===== src/rtl/pixel_op_pkg.sv =====
// ---------------------------------------------------------------------------
// pixel_op_pkg
// Shared definitions for the pixel stream processor: the run-time operation
// codes and the width of the mode field.
//
// Optional feature macro (consumed by pixel_stream_op): PIXEL_THRESH_EN
// ---------------------------------------------------------------------------
package pixel_op_pkg;

  localparam int MODE_W = 3;

  typedef enum logic [MODE_W-1:0] {
    MODE_BYPASS = 3'd0,
    MODE_BRIGHT = 3'd1,
    MODE_GRAY   = 3'd2,
    MODE_INVERT = 3'd3,
    MODE_THRESH = 3'd4
  } pixel_mode_e;

endpackage


===== src/rtl/pixel_stream_op_if.sv =====
// ---------------------------------------------------------------------------
// pixel_stream_op_if
// Groups the pixel input handshake, the pixel output handshake with its frame
// position tags, and the frame_done pulse.
//
// Signals
//   in_valid / in_ready / in_data      : pixel into the processor
//   out_valid / out_ready / out_data   : processed pixel out
//   out_sof / out_eol / out_eof        : position tags, qualified by out_valid
//   frame_done                         : pulse while the EOF pixel transfers out
// Modports
//   master : the side that feeds pixels in and consumes pixels out
//   slave  : the processor itself
// ---------------------------------------------------------------------------
interface pixel_stream_op_if #(
  parameter int DATA_W   = 8,
  parameter int CHANNELS = 3
);
  localparam int PIX_W = DATA_W * CHANNELS;

  logic             in_valid;
  logic             in_ready;
  logic [PIX_W-1:0] in_data;
  logic             out_valid;
  logic             out_ready;
  logic [PIX_W-1:0] out_data;
  logic             out_sof;
  logic             out_eol;
  logic             out_eof;
  logic             frame_done;

  modport master (
    output in_valid, in_data, out_ready,
    input  in_ready, out_valid, out_data, out_sof, out_eol, out_eof, frame_done
  );

  modport slave (
    input  in_valid, in_data, out_ready,
    output in_ready, out_valid, out_data, out_sof, out_eol, out_eof, frame_done
  );

endinterface


===== src/rtl/pixel_pipe_stage.sv =====
// ---------------------------------------------------------------------------
// pixel_pipe_stage
// One valid/ready register slice. Accepts a new word whenever it is empty or
// its current word leaves on the same edge, so a chain of these runs at one
// word per cycle.
//
// Ports
//   clk_i        clock, rising edge
//   srst_i       synchronous active-high reset (empties the slice)
//   in_valid_i   upstream word valid
//   in_ready_o   slice can take a word this cycle
//   in_data_i    upstream word (W bits)
//   out_valid_o  slice holds a word
//   out_ready_i  downstream takes the word
//   out_data_o   held word (W bits)
// ---------------------------------------------------------------------------
module pixel_pipe_stage #(
  parameter int W = 8
) (
  input  logic         clk_i,
  input  logic         srst_i,
  input  logic         in_valid_i,
  output logic         in_ready_o,
  input  logic [W-1:0] in_data_i,
  output logic         out_valid_o,
  input  logic         out_ready_i,
  output logic [W-1:0] out_data_o
);

  logic         full_q, full_d;
  logic [W-1:0] data_q, data_d;

  // Ready also when the held word drains this edge: back-to-back flow.
  assign in_ready_o  = !full_q || out_ready_i;
  assign out_valid_o = full_q;
  assign out_data_o  = data_q;

  always_comb begin
    full_d = full_q;
    data_d = data_q;
    if (in_valid_i && in_ready_o) begin
      full_d = 1'b1;
      data_d = in_data_i;
    end else if (out_ready_i) begin
      full_d = 1'b0;
    end
  end

  always_ff @(posedge clk_i) begin
    if (srst_i) begin
      full_q <= 1'b0;
      data_q <= '0;
    end else begin
      full_q <= full_d;
      data_q <= data_d;
    end
  end

endmodule


===== src/rtl/pixel_stream_op.sv =====
// ---------------------------------------------------------------------------
// pixel_stream_op
// Streaming pixel processor. Each accepted pixel is tagged with its frame
// position, transformed by the mode captured at the start of its frame, and
// emitted through two register slices (2-cycle latency, 1 pixel/cycle).
//
// Ports
//   HCLK        clock, rising edge
//   HRESET      synchronous active-high reset
//   mode        operation code, captured with the first pixel of a frame
//   bright_val  brightness offset / threshold level, captured with mode
//   bright_sub  1: subtract offset, 0: add offset, captured with mode
//   s           pixel_stream_op_if.slave: in/out handshakes, tags, frame_done
//
// Optional feature: define PIXEL_THRESH_EN to enable mode 4 (THRESH).
// Without it, code 4 passes pixels through unchanged.
// ---------------------------------------------------------------------------
module pixel_stream_op
  import pixel_op_pkg::*;
#(
  parameter int DATA_W   = 8,
  parameter int CHANNELS = 3,
  parameter int IMG_W    = 768,
  parameter int IMG_H    = 512
) (
  input  logic              HCLK,
  input  logic              HRESET,
  input  logic [MODE_W-1:0] mode,
  input  logic [DATA_W-1:0] bright_val,
  input  logic              bright_sub,
  pixel_stream_op_if.slave  s
);

  localparam int PIX_W = DATA_W * CHANNELS;
  localparam int PAY_W = PIX_W + 3;
  localparam int XW    = (IMG_W > 1) ? $clog2(IMG_W) : 1;
  localparam int YW    = (IMG_H > 1) ? $clog2(IMG_H) : 1;

  // Frame position and the per-frame configuration.
  logic [XW-1:0]     x_q, x_d;
  logic [YW-1:0]     y_q, y_d;
  logic [MODE_W-1:0] mode_q, mode_d;
  logic [DATA_W-1:0] bval_q, bval_d;
  logic              bsub_q, bsub_d;

  logic              in_xfer;
  logic              tag_sof, tag_eol, tag_eof;
  logic [MODE_W-1:0] mode_eff;
  logic [DATA_W-1:0] bval_eff;
  logic              bsub_eff;

  assign in_xfer = s.in_valid && s.in_ready;
  assign tag_sof = (x_q == '0) && (y_q == '0);
  assign tag_eol = (x_q == XW'(IMG_W - 1));
  assign tag_eof = tag_eol && (y_q == YW'(IMG_H - 1));

  // The first pixel of a frame already uses the values being captured.
  assign mode_eff = tag_sof ? mode       : mode_q;
  assign bval_eff = tag_sof ? bright_val : bval_q;
  assign bsub_eff = tag_sof ? bright_sub : bsub_q;

  always_comb begin
    x_d    = x_q;
    y_d    = y_q;
    mode_d = mode_q;
    bval_d = bval_q;
    bsub_d = bsub_q;
    if (in_xfer) begin
      if (tag_sof) begin
        mode_d = mode;
        bval_d = bright_val;
        bsub_d = bright_sub;
      end
      if (tag_eof) begin
        x_d = '0;
        y_d = '0;
      end else if (tag_eol) begin
        x_d = '0;
        y_d = y_q + YW'(1);
      end else begin
        x_d = x_q + XW'(1);
      end
    end
  end

  always_ff @(posedge HCLK) begin
    if (HRESET) begin
      x_q    <= '0;
      y_q    <= '0;
      mode_q <= MODE_BYPASS;
      bval_q <= '0;
      bsub_q <= 1'b0;
    end else begin
      x_q    <= x_d;
      y_q    <= y_d;
      mode_q <= mode_d;
      bval_q <= bval_d;
      bsub_q <= bsub_d;
    end
  end

  // -------------------------------------------------------------------------
  // Per-mode results, all computed in parallel; one is selected below.
  // -------------------------------------------------------------------------
  logic [PIX_W-1:0] bright_pix;
  logic [PIX_W-1:0] invert_pix;
  logic [PIX_W-1:0] gray_pix;
  logic [PIX_W-1:0] proc_pix;
`ifdef PIXEL_THRESH_EN
  logic [PIX_W-1:0] thresh_pix;
`endif

  generate
    if (CHANNELS == 3) begin : g_luma
      // Weighted sum needs two extra bits; after >>2 it always fits DATA_W.
      logic [DATA_W+1:0] luma_sum;
      logic [DATA_W-1:0] luma;
      assign luma_sum = {2'b00, s.in_data[DATA_W-1:0]}
                      + {1'b0, s.in_data[2*DATA_W-1:DATA_W], 1'b0}
                      + {2'b00, s.in_data[3*DATA_W-1:2*DATA_W]};
      assign luma     = DATA_W'(luma_sum >> 2);
      assign gray_pix = {CHANNELS{luma}};
    end else begin : g_no_luma
      assign gray_pix = s.in_data;
    end
  endgenerate

  for (genvar gi = 0; gi < CHANNELS; gi++) begin : g_ch
    logic [DATA_W-1:0] ch;
    logic [DATA_W:0]   add_sum;
    logic [DATA_W-1:0] bright_ch;

    assign ch      = s.in_data[gi*DATA_W +: DATA_W];
    assign add_sum = {1'b0, ch} + {1'b0, bval_eff};

    // Saturate both ways instead of wrapping.
    assign bright_ch = bsub_eff ? ((ch >= bval_eff) ? (ch - bval_eff) : '0)
                                : (add_sum[DATA_W] ? '1 : add_sum[DATA_W-1:0]);

    assign bright_pix[gi*DATA_W +: DATA_W] = bright_ch;
    assign invert_pix[gi*DATA_W +: DATA_W] = ~ch;
`ifdef PIXEL_THRESH_EN
    // gray_pix carries luminance in every channel for 3-channel pixels and
    // the raw channel otherwise, which is exactly the threshold source.
    assign thresh_pix[gi*DATA_W +: DATA_W] =
        (gray_pix[gi*DATA_W +: DATA_W] >= bval_eff) ? '1 : '0;
`endif
  end

  always_comb begin
    proc_pix = s.in_data;
    case (mode_eff)
      MODE_BRIGHT: proc_pix = bright_pix;
      MODE_GRAY:   proc_pix = (CHANNELS == 3) ? gray_pix : s.in_data;
      MODE_INVERT: proc_pix = invert_pix;
`ifdef PIXEL_THRESH_EN
      MODE_THRESH: proc_pix = thresh_pix;
`endif
      default:     proc_pix = s.in_data;
    endcase
  end

  // -------------------------------------------------------------------------
  // Two register slices: stage 1 holds the arithmetic result, stage 2 is the
  // output register. Tags ride in the payload next to the pixel.
  // -------------------------------------------------------------------------
  logic [PAY_W-1:0] s1_in, s1_out, s2_out;
  logic             s1_valid, s1_ready;

  assign s1_in = {tag_sof, tag_eol, tag_eof, proc_pix};

  pixel_pipe_stage #(.W(PAY_W)) u_stage1 (
    .clk_i       (HCLK),
    .srst_i      (HRESET),
    .in_valid_i  (s.in_valid),
    .in_ready_o  (s.in_ready),
    .in_data_i   (s1_in),
    .out_valid_o (s1_valid),
    .out_ready_i (s1_ready),
    .out_data_o  (s1_out)
  );

  pixel_pipe_stage #(.W(PAY_W)) u_stage2 (
    .clk_i       (HCLK),
    .srst_i      (HRESET),
    .in_valid_i  (s1_valid),
    .in_ready_o  (s1_ready),
    .in_data_i   (s1_out),
    .out_valid_o (s.out_valid),
    .out_ready_i (s.out_ready),
    .out_data_o  (s2_out)
  );

  assign s.out_data   = s2_out[PIX_W-1:0];
  assign s.out_sof    = s2_out[PIX_W+2];
  assign s.out_eol    = s2_out[PIX_W+1];
  assign s.out_eof    = s2_out[PIX_W];
  assign s.frame_done = s.out_valid && s.out_ready && s2_out[PIX_W];

endmodule


===== src/flat_wrapper.sv =====
// flat-port wrapper written by rule: the top's interface ports become plain ports
module pixel_stream_op_flat import pixel_op_pkg::*;
#(
  parameter int DATA_W   = 8,
  parameter int CHANNELS = 3,
  parameter int IMG_W    = 768,
  parameter int IMG_H    = 512
)
  (HCLK, HRESET, mode, bright_val, bright_sub, s_in_valid, s_in_data, s_out_ready, s_in_ready, s_out_valid, s_out_data, s_out_sof, s_out_eol, s_out_eof, s_frame_done);
  pixel_stream_op_if #(.DATA_W(DATA_W), .CHANNELS(CHANNELS)) s_i ();
  input  logic HCLK;
  input  logic HRESET;
  input  logic [MODE_W-1:0] mode;
  input  logic [DATA_W-1:0] bright_val;
  input  logic bright_sub;
  input wire logic [$bits(s_i.in_valid)-1:0] s_in_valid;
  input wire logic [$bits(s_i.in_data)-1:0] s_in_data;
  input wire logic [$bits(s_i.out_ready)-1:0] s_out_ready;
  output wire logic [$bits(s_i.in_ready)-1:0] s_in_ready;
  output wire logic [$bits(s_i.out_valid)-1:0] s_out_valid;
  output wire logic [$bits(s_i.out_data)-1:0] s_out_data;
  output wire logic [$bits(s_i.out_sof)-1:0] s_out_sof;
  output wire logic [$bits(s_i.out_eol)-1:0] s_out_eol;
  output wire logic [$bits(s_i.out_eof)-1:0] s_out_eof;
  output wire logic [$bits(s_i.frame_done)-1:0] s_frame_done;
  assign s_i.in_valid = s_in_valid;
  assign s_i.in_data = s_in_data;
  assign s_i.out_ready = s_out_ready;
  assign s_in_ready = s_i.in_ready;
  assign s_out_valid = s_i.out_valid;
  assign s_out_data = s_i.out_data;
  assign s_out_sof = s_i.out_sof;
  assign s_out_eol = s_i.out_eol;
  assign s_out_eof = s_i.out_eof;
  assign s_frame_done = s_i.frame_done;
  pixel_stream_op #(.DATA_W(DATA_W), .CHANNELS(CHANNELS), .IMG_W(IMG_W), .IMG_H(IMG_H)) u_core (.HCLK(HCLK), .HRESET(HRESET), .mode(mode), .bright_val(bright_val), .bright_sub(bright_sub), .s(s_i));
endmodule

===== config.mk =====
export PLATFORM = sky130hd
export DESIGN_NAME = pixel_stream_op_flat
export DESIGN_NICKNAME = d
export VERILOG_FILES = /design/src/rtl/pixel_op_pkg.sv /design/src/rtl/pixel_stream_op_if.sv /design/src/rtl/pixel_pipe_stage.sv /design/src/rtl/pixel_stream_op.sv /design/src/flat_wrapper.sv
export SDC_FILE = /design/constraint.sdc
export NUM_CORES = 1
export LEC_CHECK = 0
export ABC_CLOCK_PERIOD_IN_PS = 5600
export BUFFER_PORTS_ARGS = -buffer_cell sky130_fd_sc_hd__buf_2
export CAP_MARGIN = 10
export CELL_PAD_IN_SITES_DETAIL_PLACEMENT = 1
export CELL_PAD_IN_SITES_GLOBAL_PLACEMENT = 2
export CORE_MARGIN = 4
export CORE_UTILIZATION = 37
export CTS_BUF_LIST = sky130_fd_sc_hd__clkbuf_4
export DETAILED_ROUTE_END_ITERATION = 8
export PLACE_DENSITY = 0.94
export SETUP_SLACK_MARGIN = 0.2
export SLEW_MARGIN = 20
export SYNTH_ARGS = -nofsm -noshare
export SYNTH_HDL_FRONTEND = slang
export SYNTH_SLANG_ARGS = --single-unit

===== constraint.sdc =====
create_clock -name HCLK -period 5.6 [get_ports HCLK]
set_clock_uncertainty 0.05 [all_clocks]
set_input_delay 0.84 -clock HCLK [delete_from_list [all_inputs] [get_ports HCLK]]
set_output_delay 0.84 -clock HCLK [all_outputs]
set_load 0.03 [all_outputs]

---- Word-level counts from Yosys, hierarchy flattened ----
Cells that the tools add are included.
storage, ports and cells
  input bits .............................. 40
  flip-flop bits (word level) ............. 87
  word-level logic and storage cells ...... 67
operators by class
  mux-type cells .......................... 21
  equality and inequality tests ........... 5
  bitwise logic cells ..................... 3
  add/subtract/negate cells ............... 10
  reduce and logical (&&, ||, !) cells .... 16
  $lt $le $gt $ge ......................... 3
operators with widths
  kind                   count
  $mux 8                 10
  $pmux 24 s3            1
  $add 8x8->9            3
  $ge 8x8->1             3
  $not 8->8              3
  $sub 8x8->8            3
  $mux 10                2
  $mux 9                 2
  $add 10x1->10 const B  1
  $add 10x8->10          1
  $add 8x9->10           1
  $eq 10x10->1 const B   1
  $logic_not 10->1       1
  $add 9x1->9 const B    1
  $eq 9x9->1 const B     1
  $logic_not 9->1        1
  $eq 3x2->1 const B     2
  $logic_and 1x1->1      6
  $reduce_bool 2->1      3
  $mux 1                 5
  $eq 3x1->1 const B     1
  $mux 3                 1
  $logic_not 1->1        2
  $logic_or 1x1->1       2
  $reduce_and 2->1       1

---- Logic depth before layout (Yosys ltp) ----
Gate-level depths: netlist (run 1).
  depth after elaboration ................. 7
  mapped depth ............................ 20
  gate-level depth less buffers ........... 18

---- Hierarchy ----
A second synthesis (run 1) with hierarchy kept.
second synthesis, totals
  cells, all modules ...................... 956
  area total of the unflattened synthesis .. 7837.5 sq um
modules (own cells, without submodules)
  module            sequential area each (sq um)  area an instance (sq um)  cells each  times used
  pixel_stream_op   620.6                         5322.6                    702         1
  pixel_pipe_stage  560.5                         1257.5                    127         2

---- Worst setup path before layout (run 1) ----
No wires, ideal clock.
  kind .................................... reg-to-reg
  start point ............................. register u_core.x_q[0]
  end point ............................... register u_core.u_stage1.data_q[13], in the netlist u_core.u_stage1.out_data_o[13]
  arrival ................................. 4.209 ns
  path slack .............................. 1.283 ns
  library setup time ...................... 0.058 ns
  required time ........................... 5.492 ns
  cell stages (with the launch flop) ...... 19
  cell sequence ........................... dfxtp_1 -> inv_1 -> ha_1 -> nand3b_1 -> and3b_2 -> and2_4 -> buf_12 -> buf_4 -> mux2i_1 -> inv_1 -> fa_1 -> o21bai_1 -> a21oi_1 -> nor3b_1 -> o41a_1 -> a211oi_2 -> o221a_2 -> o221ai_1 -> nand2_1
on the way
  cells in the longest elaborated chain, start to end .. 7
RTL lines
  item                                       line                                            source
  start: declaration                         pixel_stream_op.sv:40                           logic [XW-1:0] x_q, x_d;
  start signal: assignment                   pixel_stream_op.sv:88                           x_q <= '0;
  start signal: assignment                   pixel_stream_op.sv:94                           x_q <= x_d;
  $logic_not 10->1 (*)                       pixel_stream_op.sv:53                           assign tag_sof = (x_q == '0) && (y_q == '0);
  $logic_and 1x1->1 (*)                      pixel_stream_op.sv:53
  $mux 8 (*)                                 --
  named net u_core.bval_eff[1]               pixel_stream_op.sv:49                           logic [DATA_W-1:0] bval_eff;
  $add 8x8->9, or another cell as far along  pixel_stream_op.sv:134                          assign add_sum = {1'b0, ch} + {1'b0, bval_eff};
  $mux 8 (on tied branches)                  pixel_stream_op.sv:138, pixel_stream_op.sv:137
  $mux 8 (*)                                 pixel_stream_op.sv:137                          assign bright_ch = bsub_eff ? ((ch >= bval_eff) ? (ch - bval_eff) : '0)
  $pmux 24 s3 (*)                            pixel_stream_op.sv:152                          case (mode_eff)
  end signal: assignment                     pixel_pipe_stage.sv:55                          data_q <= data_d;
  end: declaration                           pixel_pipe_stage.sv:31                          logic [W-1:0] data_q, data_d;
Mark *: on every way through the listed nets, which the timed path passes. The rest lies on a longest branch.
A chain may end at the register's enable or synchronous reset.

---- Worst setup path after layout (run 1) ----
  start point ............................. register u_core.x_q[0]
  end point ............................... register u_core.u_stage1.data_q[14], in the netlist u_core.u_stage1.out_data_o[14]
The elaborated chain is that of the path after synthesis.

==> out/metrics.cfg, run 1 <==
[setup_path]
worstPathRequired_ns = 5.94
path_cells = inv_1, ha_1, nand3b_1, and3b_2, and2_4, mux2i_1, inv_1, ha_1, o21ai_0, a21oi_1, or4_1, a31oi_2, nand4b_1, a32o_1, a211oi_1, o21ai_1
arrival_ns = 5.23
cp_max_fo = 16
critical_path_class = reg2reg
startpoint = u_core.x_q[0]
critPathMaxStageDelay_ns = 0.53
rr_startpoint = u_core.x_q[0]
start_kind = flip-flop
end_kind = flip-flop
cp_slowest_cell = mux2i_1

[sta]
rsz0062_at_grt = no
finalWorstSetupSlack_ns = 0.714
relSlewSlack_pct = 32.8
setup_viol = 0
fin_crit_ns = 4.89
tightestPinTransition_ns = 1.01
finalHoldViolations = 0
fmax_mhz = 205
fin_crit_sh_pct = 87.3
tns_ns = 0
finalMaxSlewViolations = 0

[die]
coreArea_um2 = 18100
die_w_um = 144
die_area_um2 = 20900
rows = 49
fp.dieH_um = 144
start_util_pct = 37.9
ios = 70

[finish]
area_growth_pct = 10.2
nets = 1046
final_core_util_pct = 41.8
drive_gt1_share_pct = 13.9
stdcell_count = 1164

[placed_design]
dp_cells = 1146
portBuffers = 69
gp_routability_congestion = 0.967
place_hpwl_um = 19300
pre_cts_slack_ns = 0.750

[drt]
wl_um = 24800
drt_iter0_drc = 510
ant_nets = 0
post_drt_wl_per_cell_um = 21.3
drtPass1Iterations = 5
drc = 0
vias = 6708
routed_via_density = 5.76

[synth]
synth_cell_types = 92
syn_nets = 996
ys_seq_elements = 87
ys.flop_type = dfxtp_1
synth_area_um2 = 6880
synth.area.top_cells = dfxtp_1, ha_1, nand2_1
async_flop_share_pct = 0
synth_edf_count = 0
synth_common_cells = nand2_1, a21oi_1, dfxtp_1, nor2_1, ha_1
synth.yosys.seq_area_share_pct = 25.3
yosysTopAreaCell = dfxtp_1
avgSynthCellArea_um2 = 7.84
synthCells = 878
synth_top_area_share_pct = 25.3
yosysMostFrequentCell = nand2_1
yosysWarnings = 0

[cts]
clock_sinks = 87
postCtsSetupBuffers = 0
clk_latency_ns = 0.48
cts_tree = done
cts_root_buffer = clkbuf_4
cts-htree-levels = 3
clk_path_buf_depth = 2
holdBufCountCts = 0
cts.clk_slew.worst_paths_ns = 0.17
cts_buffers = 9
cts.repair.resized = 0

[pwr]
powerDensity_nw_per_um2 = 275
p_leak_nw = 3.18
peakVddDrop_mv = 0.0898
power_w = 0.00209

[global_route]
grt_use_total_pct = 23.5
grt_pass1_vias = 6512
grt_pass1_wl_um = 37700
grt_max_degree = 35
overflow = 0
antenna_found_initial = 1

[run]
cap_violations = 0

[min_path]
min_from = u_core.u_stage1.out_data_o[24]
holdCritPathClass = reg2reg

[status]
status = completed

==> metal layers <==
layer  wire, um  global-route usage (%)  vias up
met2      11200                    37.0      210
met5          0                       0        -
met1      11500                    33.5     3245
li1           -                       -     3223
met4        433                    5.55        0
met3       1580                    4.27       30
==> worst max-delay path, delay by kind of cell (launching register included) <==
family | cells | cell delay [ns]
buffers and inverters | 2 | 0.36
muxes | 1 | 0.53
adders and majority gates | 2 | 0.60
AOI/OAI and AO/OA | 6 | 1.51
DFF | 1 | 0.39
and+or+nand+nor | 5 | 1.37
==> layout make-up <==
type                    instances  area [um2]
well taps                     229         287
multi-input cells             717        4810
clock inverters                 7         128
repair buffers                 78         413
inverters                      35         131
diodes                          2        5.00
fillers                      2289       10600
clock buffers                   9        67.6
flip-flops and latches         87        1740
==> per-stage QoR <==
step | hold slack, ns | area, um2
after floorplan | 0.370 | 6880
after global placement | 0.388 | 7380
after detailed placement | 0.395 | 7380
after CTS | 0.408 | 7570
after global routing | 0.427 | 7590
final | 0.410 | 7590
==> logic make-up (layout without fill, tap and decap cells) <==
family / count (synthesis) / in the layout / share of synthesized area, %
compound gates: 271 / 271 / 25.2
xor+xnor: 30 / 30 / 3.82
fa+ha+maj: 78 / 78 / 15.7
buf+inv: 74 / 129 / 4.91
flops: 87 / 87 / 25.3
mux: 15 / 15 / 2.64
other cells: 0 / 2 / 0
simple gates: 323 / 323 / 22.4
==> power breakdown <==
| group | switching [W] | internal (W) |
|---|---|---|
| clock | 0.000248 | 0.000233 |
| combinational | 0.000591 | 0.000327 |
| sequential | 0.0000284 | 0.000658 |
==> registers in the layout, indices dropped and copies added (netlist names) <==
name and flops:
u_core.u_stage1.out_valid_o 1, u_core.mode_q 3, u_core.y_q 9, u_core.x_q 10, u_core.bsub_q 1, u_core.u_stage2.out_valid_o 1, u_core.u_stage2.out_data_o 27, u_core.u_stage1.out_data_o 27
u_core.bval_q 8
==> cells in the final DEF (no fill, tap or decap), types with 14 or more instances in the layout <==
cell / n
nand2b_1: 14
nand2_1: 131
xor2_1: 14
a211oi_1: 16
fa_1: 14
nor2_1: 71
nand3_1: 19
ha_1: 64
dfxtp_1: 87
inv_1: 35
xnor2_1: 16
buf_2: 69
nor3_1: 20
o21ai_0: 58
a21oi_1: 92
==> final timing paths <==
check,slack (ns),cells past startpoint,to
hold / removal,0.41,2,u_core.u_stage2.out_data_o[24]
setup reg to reg,0.71,16,u_core.u_stage1.out_data_o[14]
setup / recovery,0.71,16,u_core.u_stage1.out_data_o[14]
hold reg to reg,0.41,2,u_core.u_stage2.out_data_o[24]
(Power assumes the default switching activity.)
==> run 2: changes to the inputs <==
Settings changed: CORE_ASPECT_RATIO from default to 1.5.
==> run 2 against run 1 <==
Net effect:
- hold slack lost 0.0034 ns
- global-route usage grew 1.1 points
- register-to-register slack lost 0.02 ns
- cell count grew 1.3%
- setup slack lost 0.025 ns
- clock power shrank 4.8%
- critical path depth shrank 1
- sequential power is essentially flat
- combinational power grew 1%
- sequential cell count is the same
==> out/metrics.cfg, run 2 (synthesized netlist as in run 1, its figures left out) <==
[pwr]
netSwitchingPower_w = 0.000902
peakVddDrop_mv = 0.158
switching_share_pct = 43.5
powerDensity_nw_per_um2 = 274
internal_power_w = 0.00117
p_comb_share_pct = 44.7
p_leak_nw = 3.16
seqPwrFrac_pct = 33.2
p_clk_share_pct = 22.1

[sta]
setup_viol = 0
relSlewSlack_pct = 29.7
finalMaxSlewViolations = 0
tightestPinTransition_ns = 1.05
fmax_mhz = 204
tns_ns = 0
fin_crit_ns = 4.91
fin_crit_sh_pct = 87.7
rsz0062_at_grt = no
finalWorstSetupSlack_ns = 0.689
finalHoldViolations = 0

[setup_path]
start_kind = flip-flop
critical_path_class = reg2reg
arrival_ns = 5.22
worstPathRequired_ns = 5.91
end_kind = flip-flop
reg2regPathDepth = 15
cp_max_fo = 16

[cts]
clk_path_buf_depth = 2
cts-htree-levels = 3
holdBufCountCts = 0
postCtsSetupBuffers = 0
cts.repair.resized = 0
cts_buffers = 9
cts_tree = done
cts_root_buffer = clkbuf_4
clk_latency_ns = 0.46
clock_sinks = 87
cts.clk_slew.worst_paths_ns = 0.18

[drt]
ant_nets = 0
wl_um = 25700
post_drt_wl_per_cell_um = 21.8
drc = 0
drtPass1Iterations = 5
routed_via_density = 5.81
vias = 6845
drt_iter0_drc = 300

[placed_design]
gp_routability_congestion = 0.969
place_hpwl_um = 20100
portBuffers = 69
pre_cts_slack_ns = 0.808

[finish]
final_cell_mix = nand2_1, a21oi_1, dfxtp_1, nor2_1, buf_2
diodes = 0
fillCellCount = 2232
drive_gt1_share_pct = 13.6
final_common_cell = nand2_1
area_growth_pct = 9.94
nets = 1044

[global_route]
overflow = 0
grt_max_degree = 61
grt_pass1_wl_um = 40300
grt_pass1_vias = 7225
grt_use_total_pct = 24.6
antenna_found_initial = 0

[min_path]
min_path_cells = 2
holdCritPathClass = reg2reg

[run]
cap_violations = 0

[die]
start_util_pct = 38.0
die_w_um = 119
fp.dieH_um = 175
coreArea_um2 = 18100
ios = 70
die_area_um2 = 20900
rows = 60

[status]
status = completed

## run 2: per-layer routing
metal,vias to the layer above,GRT usage [%],part of all wire [%]
met2,212,44.8,51
met4,0,15.1,6.7
li1,3220,-,-
met5,-,0,0
met1,3322,26.5,37
met3,91,3.56,4.6
## run 2: final timing paths
path,startpoint,end,slack [ns]
worst min register to register,u_core.u_stage1.out_data_o[8],u_core.u_stage2.out_data_o[8],0.41
worst max-delay path,u_core.x_q[0],u_core.u_stage1.out_data_o[8],0.69
worst max register to register,u_core.x_q[0],u_core.u_stage1.out_data_o[8],0.69
worst min-delay path,u_core.u_stage1.out_data_o[8],u_core.u_stage2.out_data_o[8],0.41
## run 2: worst max-delay path, stage by stage, from the launching register on
cell and delay (ns):
dfxtp_1 0.39, inv_1 0.08, ha_1 0.15, nand3b_1 0.13, and3b_2 0.30, and2_4 0.33, mux2i_1 0.54, inv_1 0.32
ha_1 0.46, o21ai_0 0.15, a21oi_1 0.09, or4_1 0.42, a31oi_2 0.48, o21ai_0 0.33, a221oi_1 0.45, o21ai_1 0.11
## run 2: cell type report
class                   instances  area (um2)  area share, %
flip-flops and latches         87        1740           23.0
well taps                     248         310           4.10
clock buffers                   9        67.6          0.893
inverters                      35         131           1.74
clock inverters                 7         113           1.49
repair buffers                 76         398           5.26
multi-input cells             717        4810           63.5
## run 2: through the flow
step / util, % / hold slack, ns / instances / power [W] / instance area (um2)
2_1_floorplan: - / 0.370 / 878 / 0.00133 / 6880
3_3_place_gp: 40.8 / 0.389 / 1163 / 0.00160 / 7390
3_5_place_dp: 40.8 / 0.395 / 1163 / 0.00161 / 7390
4_1_cts: 41.8 / 0.415 / 1179 / 0.00207 / 7570
5_1_grt: 41.8 / 0.421 / 1179 / 0.00219 / 7570
6_report: 41.8 / 0.407 / 1179 / 0.00207 / 7570
## run 2: power groups by stage
| stage | combinational [W] | clock [W] | sequential, W |
|---|---|---|---|
| 6_report | 0.000928 | 0.000458 | 0.000689 |
| 5_1_grt | 0.00101 | 0.000492 | 0.000693 |
| 4_1_cts | 0.000914 | 0.000470 | 0.000689 |
| 3_5_place_dp | 0.000908 | 0 | 0.000703 |
| 3_3_place_gp | 0.000896 | 0 | 0.000701 |
| 2_1_floorplan | 0.000626 | 0 | 0.000703 |
